File: config.mk
export PLATFORM = sky130hd
export DESIGN_NAME = alu_serial_ctrl_flat
export DESIGN_NICKNAME = d
export VERILOG_FILES = /design/src/rtl/alu_serial_ctrl_pkg.sv /design/src/rtl/alu_serial_ctrl_if.sv /design/src/rtl/alu_1bit.sv /design/src/rtl/alu_serial_ctrl.sv /design/src/flat_wrapper.sv
export SDC_FILE = /design/constraint.sdc
export NUM_CORES = 1
export LEC_CHECK = 0
export BUFFER_PORTS_ARGS = -buffer_cell sky130_fd_sc_hd__buf_2
export CAP_MARGIN = 0
export CORE_AREA = 2 2 58 74
export CTS_CLUSTER_SIZE = 14
export DETAILED_ROUTE_END_ITERATION = 6
export DIE_AREA = 0 0 60 76
export PLACE_DENSITY_LB_ADDON = 0.12
export SYNTH_ARGS = -nofsm -noshare
export SYNTH_HDL_FRONTEND = slang
export SYNTH_SLANG_ARGS = --single-unit
File: constraint.sdc
create_clock -name clk -period 4.5 [get_ports clk]
set_clock_uncertainty 0.2 [all_clocks]
set_input_delay 0.225 -clock clk [delete_from_list [all_inputs] [get_ports clk]]
set_output_delay 0.225 -clock clk [all_outputs]
set_load 0.01 [all_outputs]
File: src/rtl/alu_serial_ctrl_pkg.sv
// Shared definitions for the bit-serial ALU sequencer: slice opcodes,
// operand-invert bit positions and the controller state encoding.
package alu_serial_ctrl_pkg;

   // aluop[1:0] function select
   localparam logic [1:0] OP_AND = 2'b00;
   localparam logic [1:0] OP_OR  = 2'b01;
   localparam logic [1:0] OP_ADD = 2'b10;
   localparam logic [1:0] OP_RSV = 2'b11;

   // aluop bits that invert the a / b operand before the function
   localparam int unsigned INV_A_BIT = 3;
   localparam int unsigned INV_B_BIT = 2;

   typedef enum logic [1:0] {
      StIdle = 2'd0,
      StRun  = 2'd1,
      StDone = 2'd2
   } state_e;

endpackage

File: src/rtl/alu_serial_ctrl_if.sv
// Requester-side bus of the bit-serial ALU: start/done handshake, operands,
// opcode and published results. ALU_SERIAL_OVF_EN adds the ovf flag.
interface alu_serial_ctrl_if #(
   parameter int unsigned WIDTH = 8
);

   logic             start;
   logic [3:0]       aluop;
   logic [WIDTH-1:0] a;
   logic [WIDTH-1:0] b;
   logic             busy;
   logic             done;
   logic [WIDTH-1:0] result;
   logic             cout;
   logic             zero;

`ifdef ALU_SERIAL_OVF_EN
   logic             ovf;

   modport master (
      output start, aluop, a, b,
      input  busy, done, result, cout, zero, ovf
   );

   modport slave (
      input  start, aluop, a, b,
      output busy, done, result, cout, zero, ovf
   );
`else
   modport master (
      output start, aluop, a, b,
      input  busy, done, result, cout, zero
   );

   modport slave (
      input  start, aluop, a, b,
      output busy, done, result, cout, zero
   );
`endif

endinterface

File: src/rtl/alu_1bit.sv
// One-bit ALU slice: optional operand inversion followed by AND / OR / full
// add. The reserved function yields 0 with no carry.
module alu_1bit
   import alu_serial_ctrl_pkg::*;
(
   input  logic       a,
   input  logic       b,
   input  logic       cin,
   input  logic [3:0] aluop,
   output logic       res,
   output logic       cout
);

   logic ai;
   logic bi;

   assign ai = a ^ aluop[INV_A_BIT];
   assign bi = b ^ aluop[INV_B_BIT];

   // Function select; carry only meaningful for ADD
   always_comb begin
      res  = 1'b0;
      cout = 1'b0;
      unique case (aluop[1:0])
         OP_AND: res = ai & bi;
         OP_OR:  res = ai | bi;
         OP_ADD: begin
            res  = ai ^ bi ^ cin;
            cout = (ai & bi) | (ai & cin) | (bi & cin);
         end
         default: begin
            res  = 1'b0;
            cout = 1'b0;
         end
      endcase
   end

endmodule

File: src/rtl/alu_serial_ctrl.sv
// Bit-serial ALU sequencer. Drives a single alu_1bit slice LSB first for
// WIDTH cycles, then publishes result/cout/zero for one done cycle.
// Define ALU_SERIAL_OVF_EN to add the signed-overflow output ovf.
module alu_serial_ctrl
   import alu_serial_ctrl_pkg::*;
#(
   parameter int unsigned WIDTH = 8
) (
   input logic              clk,
   input logic              rst_n,
   alu_serial_ctrl_if.slave bus
);

   // Counter reaches WIDTH after the last bit, so it needs one spare code
   localparam int unsigned CntW = $clog2(WIDTH + 1);

   state_e           state_q, state_d;
   logic [WIDTH-1:0] a_q;
   logic [WIDTH-1:0] b_q;
   logic [WIDTH-1:0] acc_q;
   logic [WIDTH-1:0] acc_next;
   logic [3:0]       op_q;
   logic             carry_q;
   logic [CntW-1:0]  cnt_q;
   logic             last_bit;
   logic             is_add;
   logic             bit_res;
   logic             bit_cout;

   logic [WIDTH-1:0] result_q;
   logic             cout_q;
   logic             zero_q;
`ifdef ALU_SERIAL_OVF_EN
   logic             ovf_q;
`endif

   alu_1bit u_slice (
      .a     (a_q[0]),
      .b     (b_q[0]),
      .cin   (carry_q),
      .aluop (op_q),
      .res   (bit_res),
      .cout  (bit_cout)
   );

   assign is_add   = (op_q[1:0] == OP_ADD);
   assign last_bit = (cnt_q == CntW'(WIDTH - 1));
   // New bit enters at the MSB; after WIDTH shifts bit 0 sits at the LSB
   assign acc_next = (acc_q >> 1) | {bit_res, {(WIDTH-1){1'b0}}};

   // State register
   always_ff @(posedge clk or negedge rst_n) begin
      if (!rst_n) begin
         state_q <= StIdle;
      end else begin
         state_q <= state_d;
      end
   end

   // Next-state logic; start is only looked at in idle
   always_comb begin
      state_d = state_q;
      unique case (state_q)
         StIdle: if (bus.start) state_d = StRun;
         StRun:  if (last_bit)  state_d = StDone;
         StDone: state_d = StIdle;
         default: state_d = StIdle;
      endcase
   end

   // Operand shift registers, accumulator, carry FF and bit counter
   always_ff @(posedge clk or negedge rst_n) begin
      if (!rst_n) begin
         a_q     <= '0;
         b_q     <= '0;
         acc_q   <= '0;
         op_q    <= '0;
         carry_q <= 1'b0;
         cnt_q   <= '0;
      end else begin
         unique case (state_q)
            StIdle: begin
               if (bus.start) begin
                  a_q     <= bus.a;
                  b_q     <= bus.b;
                  acc_q   <= '0;
                  op_q    <= bus.aluop;
                  cnt_q   <= '0;
                  // Seeding carry with the invert parity turns ADD into a-b / b-a
                  carry_q <= (bus.aluop[1:0] == OP_ADD) ?
                             (bus.aluop[INV_A_BIT] ^ bus.aluop[INV_B_BIT]) : 1'b0;
               end
            end
            StRun: begin
               a_q     <= a_q >> 1;
               b_q     <= b_q >> 1;
               acc_q   <= acc_next;
               carry_q <= is_add & bit_cout;
               cnt_q   <= cnt_q + CntW'(1);
            end
            default: ;
         endcase
      end
   end

   // Published outputs, loaded only on the edge that enters done
   always_ff @(posedge clk or negedge rst_n) begin
      if (!rst_n) begin
         result_q <= '0;
         cout_q   <= 1'b0;
         zero_q   <= 1'b0;
`ifdef ALU_SERIAL_OVF_EN
         ovf_q    <= 1'b0;
`endif
      end else if (state_q == StRun && last_bit) begin
         result_q <= acc_next;
         cout_q   <= is_add & bit_cout;
         zero_q   <= (acc_next == '0);
`ifdef ALU_SERIAL_OVF_EN
         // carry_q is the carry into the MSB during the last bit-cycle
         ovf_q    <= is_add & (carry_q ^ bit_cout);
`endif
      end
   end

   assign bus.busy   = (state_q == StRun);
   assign bus.done   = (state_q == StDone);
   assign bus.result = result_q;
   assign bus.cout   = cout_q;
   assign bus.zero   = zero_q;
`ifdef ALU_SERIAL_OVF_EN
   assign bus.ovf    = ovf_q;
`endif

endmodule

File: src/flat_wrapper.sv
// flat-port wrapper written by rule: the top's interface ports become plain ports
module alu_serial_ctrl_flat import alu_serial_ctrl_pkg::*;
#(
   parameter int unsigned WIDTH = 8
)
  (clk, rst_n, bus_start, bus_aluop, bus_a, bus_b, bus_busy, bus_done, bus_result, bus_cout, bus_zero);
  alu_serial_ctrl_if #(.WIDTH(WIDTH)) bus_i ();
  input logic clk;
  input logic rst_n;
  input wire logic [$bits(bus_i.start)-1:0] bus_start;
  input wire logic [$bits(bus_i.aluop)-1:0] bus_aluop;
  input wire logic [$bits(bus_i.a)-1:0] bus_a;
  input wire logic [$bits(bus_i.b)-1:0] bus_b;
  output wire logic [$bits(bus_i.busy)-1:0] bus_busy;
  output wire logic [$bits(bus_i.done)-1:0] bus_done;
  output wire logic [$bits(bus_i.result)-1:0] bus_result;
  output wire logic [$bits(bus_i.cout)-1:0] bus_cout;
  output wire logic [$bits(bus_i.zero)-1:0] bus_zero;
  assign bus_i.start = bus_start;
  assign bus_i.aluop = bus_aluop;
  assign bus_i.a = bus_a;
  assign bus_i.b = bus_b;
  assign bus_busy = bus_i.busy;
  assign bus_done = bus_i.done;
  assign bus_result = bus_i.result;
  assign bus_cout = bus_i.cout;
  assign bus_zero = bus_i.zero;
  alu_serial_ctrl #(.WIDTH(WIDTH)) u_core (.clk(clk), .rst_n(rst_n), .bus(bus_i));
endmodule
### Yosys cells after proc, flatten, opt, wreduce, memory -nomap -nowiden

Cells that the tools add are included.

* reductions and logical operators: 8
* eq/ne operators: 8
* mux-type cells: 16
* add/sub/neg operators: 1
* bitwise logic cells: 13

Operators with widths (number)
* 8-bit one-hot mux with 2 select lines: 3
* 8-bit 2-to-1 mux: 3
* 8-bit logical NOT: 1
* 7-bit by 8-bit OR with 8-bit output: 1
* 4-bit one-hot mux with 2 select lines: 1
* 2-bit == test, second input constant: 3
* 2-bit AND reduction: 3
* 1-bit XOR: 5
* 4-bit by 1-bit adder with 4-bit output, second input constant: 1
* 1-bit AND: 4
* 2-bit by 1-bit == test with 1-bit output, second input constant: 2
* 4-bit by 3-bit == test with 1-bit output, second input constant: 1
* 2-bit logical NOT: 2
* 2-bit 2-to-1 mux: 2
* 4-bit 2-to-1 mux: 1
* 2-bit one-hot mux with 2 select lines: 1
* 1-bit 2-to-1 mux: 3
* 1-bit OR: 3
* 1-bit one-hot mux with 3 select lines: 1
* 2-bit by 1-bit != test with 1-bit output, second input constant: 1
* 2-bit != test, second input constant: 1
* 1-bit one-hot mux with 2 select lines: 1
* 2-bit nonzero test: 1
* 1-bit logical AND: 1

* flip-flop bits (word level): 45

### Logic depth before layout (Yosys ltp)

Gate-level depths: netlist of run 1.

* word-level depth: 7
* gate-level depth with buffers: 6

### Modules after synthesis

A second synthesis of run 1 with hierarchy kept.

* cells, all modules: 182
* area, all modules: 2044.5 um^2

By module, submodules not included
* alu_serial_ctrl: cells an instance 170, area an instance 1944.4 um^2, times used 1
* alu_1bit: cells an instance 12, area an instance 100.1 um^2, times used 1

### Least setup slack after synthesis of run 1

No wires, ideal clock.

* kind: reg2reg
* start: register u_core.op_q[3]
* end: register u_core.result_q[7] (netlist: u_core.bus.result[7])
* slack: 2.750 ns
* required time: 4.170 ns
* period minus slack after synthesis: 1.750 ns
* arrival time: 1.420 ns
* stages on the path, launching flop included: 5
* buffers on the path: 0
* cells stage by stage: dfrtp_1 -> xor2_1 -> fa_1 -> a21boi_0 -> o31ai_1

* longest elaborated chain between the ends: 5
* elaborated cells between the ends (all ways): 7
* those cells by class: mux: 1; bitwise: 6

RTL lines
* start: declaration: line alu_serial_ctrl.sv:22 `logic [3:0] op_q;`
* start signal: assignment: line alu_serial_ctrl.sv:87 `op_q <= bus.aluop;`
* 1-bit XOR (*): line alu_1bit.sv:17 `assign ai = a ^ aluop[INV_A_BIT];`
* 1-bit XOR (2 in a row): line alu_1bit.sv:28 `res = ai ^ bi ^ cin;`
* 1-bit one-hot mux with 3 select lines (*): line alu_1bit.sv:24 `unique case (aluop[1:0])`
* 7-bit by 8-bit OR with 8-bit output (*): line alu_serial_ctrl.sv:49 `assign acc_next = (acc_q >> 1) | {bit_res, {(WIDTH-1){1'b0}}};`
* end signal: assignment: line alu_serial_ctrl.sv:116 `result_q <= acc_next;`
* end: declaration: line alu_serial_ctrl.sv:30 `logic [WIDTH-1:0] result_q;`

Mark *: on every way between the ends. The rest lies on a longest branch, timed or not.
A chain may end at the register's enable or synchronous reset.

### Worst setup path in the final report of run 1

* start: register u_core.state_q[1]
* end: register u_core.a_q[6]

* longest elaborated chain between the ends: 3
* elaborated cells between the ends (all ways): 6
* those cells by class: eq/ne: 2; mux: 1; reduce/logical: 3

RTL lines
* start: declaration: line alu_serial_ctrl.sv:17 `state_e state_q, state_d;`
* start signal: assignment: line alu_serial_ctrl.sv:54 `state_q <= StIdle;`
* start signal: assignment: line alu_serial_ctrl.sv:56 `state_q <= state_d;`
* 2-bit by 1-bit == test with 1-bit output or 2-bit logical NOT (tied branches): line alu_serial_ctrl.sv:81 `unique case (state_q)`
* 2-bit nonzero test (no source line) or 2-bit != test (tied branches)
* 2-bit AND reduction (no source line)
* end signal: assignment: line alu_serial_ctrl.sv:84 `a_q <= bus.a;`
* end signal: assignment: line alu_serial_ctrl.sv:95 `a_q <= a_q >> 1;`
* end: declaration: line alu_serial_ctrl.sv:18 `logic [WIDTH-1:0] a_q;`

Several ways; a longest one is shown, not always the timed one.

==> flow_metrics.tcl, run 1 <==
set metrics [dict create \
    grt_overflow 0 \
    holdPathEnd "u_core.b_q[1]" \
    drt_iter0_markers 69 \
    antenna_found_initial 0 \
    path_max_fanout 23 \
    synth_cells 188 \
    synthTopCellsByCount "dfrtp_1, nor2b_1, a21oi_1, a22oi_1, o21ai_1" \
    ys_seq_area_share_pct 51.98 \
    r2r-end "u_core.a_q[6]" \
    grt_pass1_vias 1569 \
    num_rows 26 \
    p_int_mw 1.011 \
    initial_utilization_pct 53.81 \
    leakagePower_nw 1.166 \
    ff2ff_path_depth 3 \
    power_density_mw_per_mm2 636.1 \
    max_freq_mhz 447.5 \
    cts_tree "done" \
    slew_headroom_pct 28.97 \
    yosys.area.top_type "dfrtp_1" \
    dieArea_mm2 0.004560 \
    ant_nets 0 \
    clock_tree.buffer_depth 2 \
    min-delay-start "bus_b[1]" \
    die_h_um 76 \
    ctsHoldBuffers 9 \
    power_frac_comb_pct 36.0 \
    grt_pass1_wl_um 7258 \
    endpoint_kind "flip-flop" \
    htreeDepth 2 \
    p_sw_mw 0.5840 \
    die_w_um 60 \
    cp-start-kind "flip-flop" \
    r2r_setup_slack_ns 2.27 \
    synth_area_leaders "dfrtp_1, a22oi_1, nor2b_1, mux2_2, a21oi_1" \
    drt_wl_total_um 4189 \
    area_growth_pct 18.37 \
    via_per_inst 5.479 \
    routabilityCongestion 0.7613 \
    critPathKind "reg -> reg" \
    wl_per_cell_um 14.75 \
    drcViolationCount 0 \
    grt_max_degree 45 \
    cts_resized 0 \
    irDropWorstVdd_mv 0.3243 \
    io_buffers 34 \
    synth_warnings 0 \
    grt_usage_pct 20.45 \
    cts_root_buffer "clkbuf_8" \
    synth.most_common_cell "dfrtp_1" \
    crit_required_ns 4.51 \
    p_sw_share_pct 36.62 \
    nNetsFinal 254 \
    min_period_over_period_pct 49.66 \
    antennaDiodeCount 0 \
    fillCellCount 324 \
    drt_pass1_iterations 4 \
    synthFlopType "dfrtp_1" \
    status "completed" \
    dpl.hpwl_um 2862 \
    postSynth.asyncResetShare_pct 100.0 \
    fin_crit_ns 2.235 \
    finalHoldViolations 0 \
    tightest_slew_ns 1.063 \
    max_cap_violations 0 \
    seqPwrFrac_pct 44.7 \
    fin_util_pct 63.70 \
    crit_arrival_ns 2.25 \
    worstSkewPairLatency_ns 0.29 \
    rsz0062_at_grt "false" \
    core_mm2 0.003936 \
    post_cts_buffers 0 \
    cts_buffers 5 \
    drive_above_1_share_pct 28.07 \
    worstHoldPathType "in -> reg" \
    yosys_register_bits 44 \
    clkPwrFrac_pct 19.3 \
    synth-edff-count 0 \
    syn_nets 215 \
    cts_sinks 44 \
    r2r-start "u_core.state_q[1]" \
    clk_pin_slew_ns 0.09 \
    io_pins 35 \
    hold-path-cell-count 3 \
    final_max_slew_viol_count 0 \
    vias 1556 \
    finalSetupTns_ns 0 \
    avgSynthCellArea_um2 11.27 \
    synth_top_area_share_pct 51.98 \
    synth_cell_types 44 \
    syn-cell-area_mm2 0.002118 \
    final-setup-viol-count 0 \
]
==> worst max-delay path: stages, from the launching register on <==
cell and delay, ns:
dfrtp_1 0.65, nor2b_1 0.94, a21oi_1 0.18, o21ai_1 0.17
==> power groups by stage <==
stage	combinational (mW)	clock (mW)	sequential [mW]
after global placement	0.553	0	0.716
after CTS	0.587	0.314	0.717
after global routing	0.650	0.333	0.739
final	0.574	0.308	0.713
after detailed placement	0.580	0	0.723
after floorplan	0.468	0	0.669
==> metrics by stage <==
step,cell area [um2],cells,setup slack [ns],hold WS [ns],total power [mW]
final,2507,284,2.265,0.002663,1.595
after global routing,2507,284,1.963,0.01535,1.722
after CTS,2507,284,2.224,0.002111,1.618
after detailed placement,2302,267,2.252,0.2289,1.303
after global placement,2302,267,2.345,0.2198,1.269
after floorplan,2118,188,2.750,-0.2706,1.136
==> state kept, by name, indices dropped and copies added (netlist names) <==
register,flops
u_core.carry_q,1
u_core.a_q,8
u_core.bus.result,8
u_core.op_q,4
u_core.cnt_q,4
u_core.state_q,2
u_core.b_q,8
u_core.bus.cout,1
u_core.bus.zero,1
u_core.acc_q,7
==> cells by family (layout without fill, tap and decap cells) <==
kind of cell,after synthesis,count (layout),synth area share (%)
flip-flops,44,44,51.98
AND/OR/NAND/NOR,43,43,14.00
AO/OA/AOI/OAI,65,65,19.43
buffers and inverters,16,56,3.779
multiplexers,13,13,6.852
XOR/XNOR,3,3,1.241
adder cells (fa/ha/maj),4,4,2.717
==> cell usage in the layout (no fill, tap or decap), drive strengths merged, types with 3 or more instances in the layout <==
cell	n
mux2	12
buf	34
dfrtp	44
ha	3
a22oi	15
and2b	3
a22o	8
xor2	3
dlygate4sd3	9
o21ai	19
a21oi	17
nor2b	18
nand2	6
clkbuf	5
inv	6
==> how the worst max path moves through the flow <==
| stage | end | slack, ns | start | cells after the start |
|---|---|---|---|---|
| 6_report | u_core.a_q[6] | 2.27 | u_core.state_q[1] | 3 |
| 5_1_grt | u_core.a_q[3] | 1.96 | u_core.state_q[1] | 3 |
| 4_1_cts | u_core.a_q[6] | 2.22 | u_core.state_q[1] | 3 |
| 3_5_place_dp | u_core.a_q[2] | 2.25 | u_core.state_q[1] | 3 |
| 3_3_place_gp | u_core.a_q[1] | 2.34 | u_core.state_q[1] | 3 |
| 2_1_floorplan | u_core.bus.result[7] | 2.75 | u_core.op_q[3] | 4 |
==> metal layers <==
metal,vias to the layer above,share of wire [%],GRT usage (%)
met3,5,3.1,4.584
met5,-,0,0
met2,33,54,35.00
met1,765,42,25.90
met4,0,0.91,4.222
li1,753,-,-
==> layout make-up <==
| class | instances | area [um2] | share of cell area, % |
|---|---|---|---|
| inverters | 5 | 23.77 | 0.9481 |
| clock inverters | 3 | 46.29 | 1.846 |
| multi-input cells | 128 | 937.1 | 37.38 |
| clock buffers | 5 | 68.82 | 2.745 |
| repair buffers | 43 | 260.3 | 10.38 |
| flip-flops and latches | 44 | 1101 | 43.91 |
| well taps | 56 | 70.07 | 2.794 |
(Power assumes the default switching activity.)
==> run 2, diff against run 1 <==
--- a/config.mk
+++ b/config.mk
@@ -7,10 +7,10 @@
 export LEC_CHECK = 0
 export BUFFER_PORTS_ARGS = -buffer_cell sky130_fd_sc_hd__buf_2
 export CAP_MARGIN = 0
-export CORE_AREA = 2 2 58 74
+export CORE_AREA = 2 2 59 75
 export CTS_CLUSTER_SIZE = 14
 export DETAILED_ROUTE_END_ITERATION = 6
-export DIE_AREA = 0 0 60 76
+export DIE_AREA = 0 0 61 77
 export PLACE_DENSITY_LB_ADDON = 0.12
 export SYNTH_ARGS = -nofsm -noshare
 export SYNTH_HDL_FRONTEND = slang
==> constraint.sdc (replaced) <==
create_clock -name clk -period 2.2 [get_ports clk]
set_clock_uncertainty 0.2 [all_clocks]
set_input_delay 0.11 -clock clk [delete_from_list [all_inputs] [get_ports clk]]
set_output_delay 0.11 -clock clk [all_outputs]
set_load 0.01 [all_outputs]
==> run 2 against run 1 <==
  * Final area increased by 7.3%
  * First-iteration DRC count down 17%
  * Clock power rose by 110%
  * Combinational power up 130%
  * Clock-buffer cell count up 2
  * Critical path depth rose by 1
  * Power rose by 110%
  * Largest cell class unchanged
  * Highest routed layer unchanged
==> flow_metrics.tcl, run 2 (same netlist as run 1, synthesis figures left out) <==
set metrics [dict create \
    status "completed" \
    via_per_inst 5.541 \
    clk_pin_slew_ns 0.08 \
    crit_required_ns 2.17 \
    slew_headroom_pct 46.67 \
    cts_root_buffer "clkbuf_8" \
    io_buffers 34 \
    wl_per_cell_um 15.00 \
    rsz0062_at_grt "false" \
    clock_tree.buffer_depth 2 \
    drt_pass1_iterations 4 \
    final-setup-viol-count 0 \
    die_h_um 77 \
    timing.critical_path.buf_inv 0 \
    cts_tree "done" \
    endpoint_kind "flip-flop" \
    grt_pass1_wl_um 7541 \
    ff2ff_path_depth 4 \
    finalSetupTns_ns 0 \
    crit_arrival_ns 1.83 \
    cts_buffers 5 \
    dieArea_mm2 0.004697 \
    final_common_cell "dfrtp_1" \
    cp-start-kind "flip-flop" \
    critPathSlowestCell "fa_1" \
    hold-path-cell-count 4 \
    finalHoldViolations 0 \
    routabilityCongestion 0.7890 \
    drive_above_1_share_pct 28.74 \
    core_mm2 0.004001 \
    fin_util_pct 67.26 \
    antenna_found_initial 0 \
    critPathKind "reg -> reg" \
    min_period_over_period_pct 84.51 \
    final_max_slew_viol_count 0 \
    initial_utilization_pct 52.94 \
    io_pins 35 \
    leakagePower_nw 1.260 \
    cp_cell_sequence "xor2_1 -> fa_1 -> a21boi_0 -> o31ai_1" \
    cts_sinks 44 \
    nNetsFinal 273 \
    crit_cells 4 \
    power_density_mw_per_mm2 1251 \
    grt_overflow 0 \
    max_cap_violations 0 \
    area_growth_pct 27.05 \
    vias 1679 \
    grt_max_degree 26 \
    num_rows 26 \
    htreeDepth 2 \
    ant_nets 0 \
    post_cts_buffers 0 \
    worstSkewPairLatency_ns 0.29 \
    slowest_delay_ns 0.49 \
    antennaDiodeCount 0 \
    hold_ws_ns 0.05503 \
    fin_crit_ns 1.859 \
    die_w_um 61 \
    drt_wl_total_um 4545 \
    max_freq_mhz 537.9 \
    crit_family "adder cells" \
    grt_pass1_vias 1708 \
    irDropWorstVdd_mv 0.7452 \
    worstHoldPathType "in -> reg" \
    path_max_fanout 3 \
    final_cell_mix "dfrtp_1, buf_2, dlygate4sd3_1" \
    drt_iter0_markers 57 \
    drcViolationCount 0 \
    dpl.hpwl_um 3201 \
    tightest_slew_ns 0.7983 \
    grt_usage_pct 21.39 \
]
[run 2: cell count changes in the layout (fill, tap and decap cells not counted), sizes merged]
cell,before,now
dlygate4sd3,9,21
inv,6,5
buf,34,41
clkinvlp,1,0
clkbuf,5,7
[run 2: layout make-up]
| type | count | area (um2) |
|---|---|---|
| multi-input cells | 128 | 937.1 |
| well taps | 56 | 70.07 |
| inverters | 5 | 23.77 |
| fillers | 310 | 1310 |
| clock inverters | 1 | 30.03 |
| flip-flops and latches | 44 | 1101 |
| clock buffers | 7 | 96.34 |
| repair buffers | 62 | 432.9 |
[run 2: report_power, final]
part / total, mW / internal [mW] / leakage (nW) / switching (mW)
clock: 0.661 / 0.400 / 0.0645 / 0.261
combinational: 1.30 / 0.640 / 0.625 / 0.664
sequential: 1.40 / 1.13 / 0.570 / 0.267
total: 3.37 / 2.17 / 1.26 / 1.19
[run 2: routing by layer]
layer	track usage (%)	vias to the layer above	share of wire (%)
li1	-	793	-
met1	24.23	831	39
met2	36.88	43	54
met3	5.396	12	3.9
met4	8.696	0	2.9
met5	0	-	0
[run 2: worst paths after layout]
path / slack [ns] / startpoint / endpoint
setup / recovery: 0.34 / u_core.op_q[3] / u_core.bus.result[7]
max in group asynchronous: 1.12 / rst_n / u_core.cnt_q[1]
hold / removal: 0.06 / bus_start / u_core.a_q[0]
setup reg to reg: 0.34 / u_core.op_q[3] / u_core.bus.result[7]
hold reg to reg: 0.29 / u_core.bus.cout / u_core.bus.cout
min in group asynchronous: 0.13 / rst_n / u_core.bus.result[7]
[run 2: stage by stage]
stage	instance area (um2)	total power, mW	worst slack, ns	cells
after floorplan	2118	2.324	0.4500	188
after global placement	2355	2.616	0.3974	274
after detailed placement	2355	2.708	0.3497	274
after CTS	2691	3.402	0.3262	303
after global routing	2691	3.636	0.1773	303
final	2691	3.366	0.3409	303
[run 2: what timing repair did]
| item | CTS | global route |
|---|---|---|
| hold endpoints to repair | 43 | 0 |
| endpoints found under the setup margin | 0 | 0 |
| gates resized for setup | 0 | 0 |
| hold buffers | 21 | 0 |
[run 2: worst reg2reg max path, delay by kind of cell, from the launching register on]
kind	cells	cell delay, ns
flops	1	0.39
xor+xnor	1	0.30
fa+ha+maj	1	0.49
compound gates	2	0.37
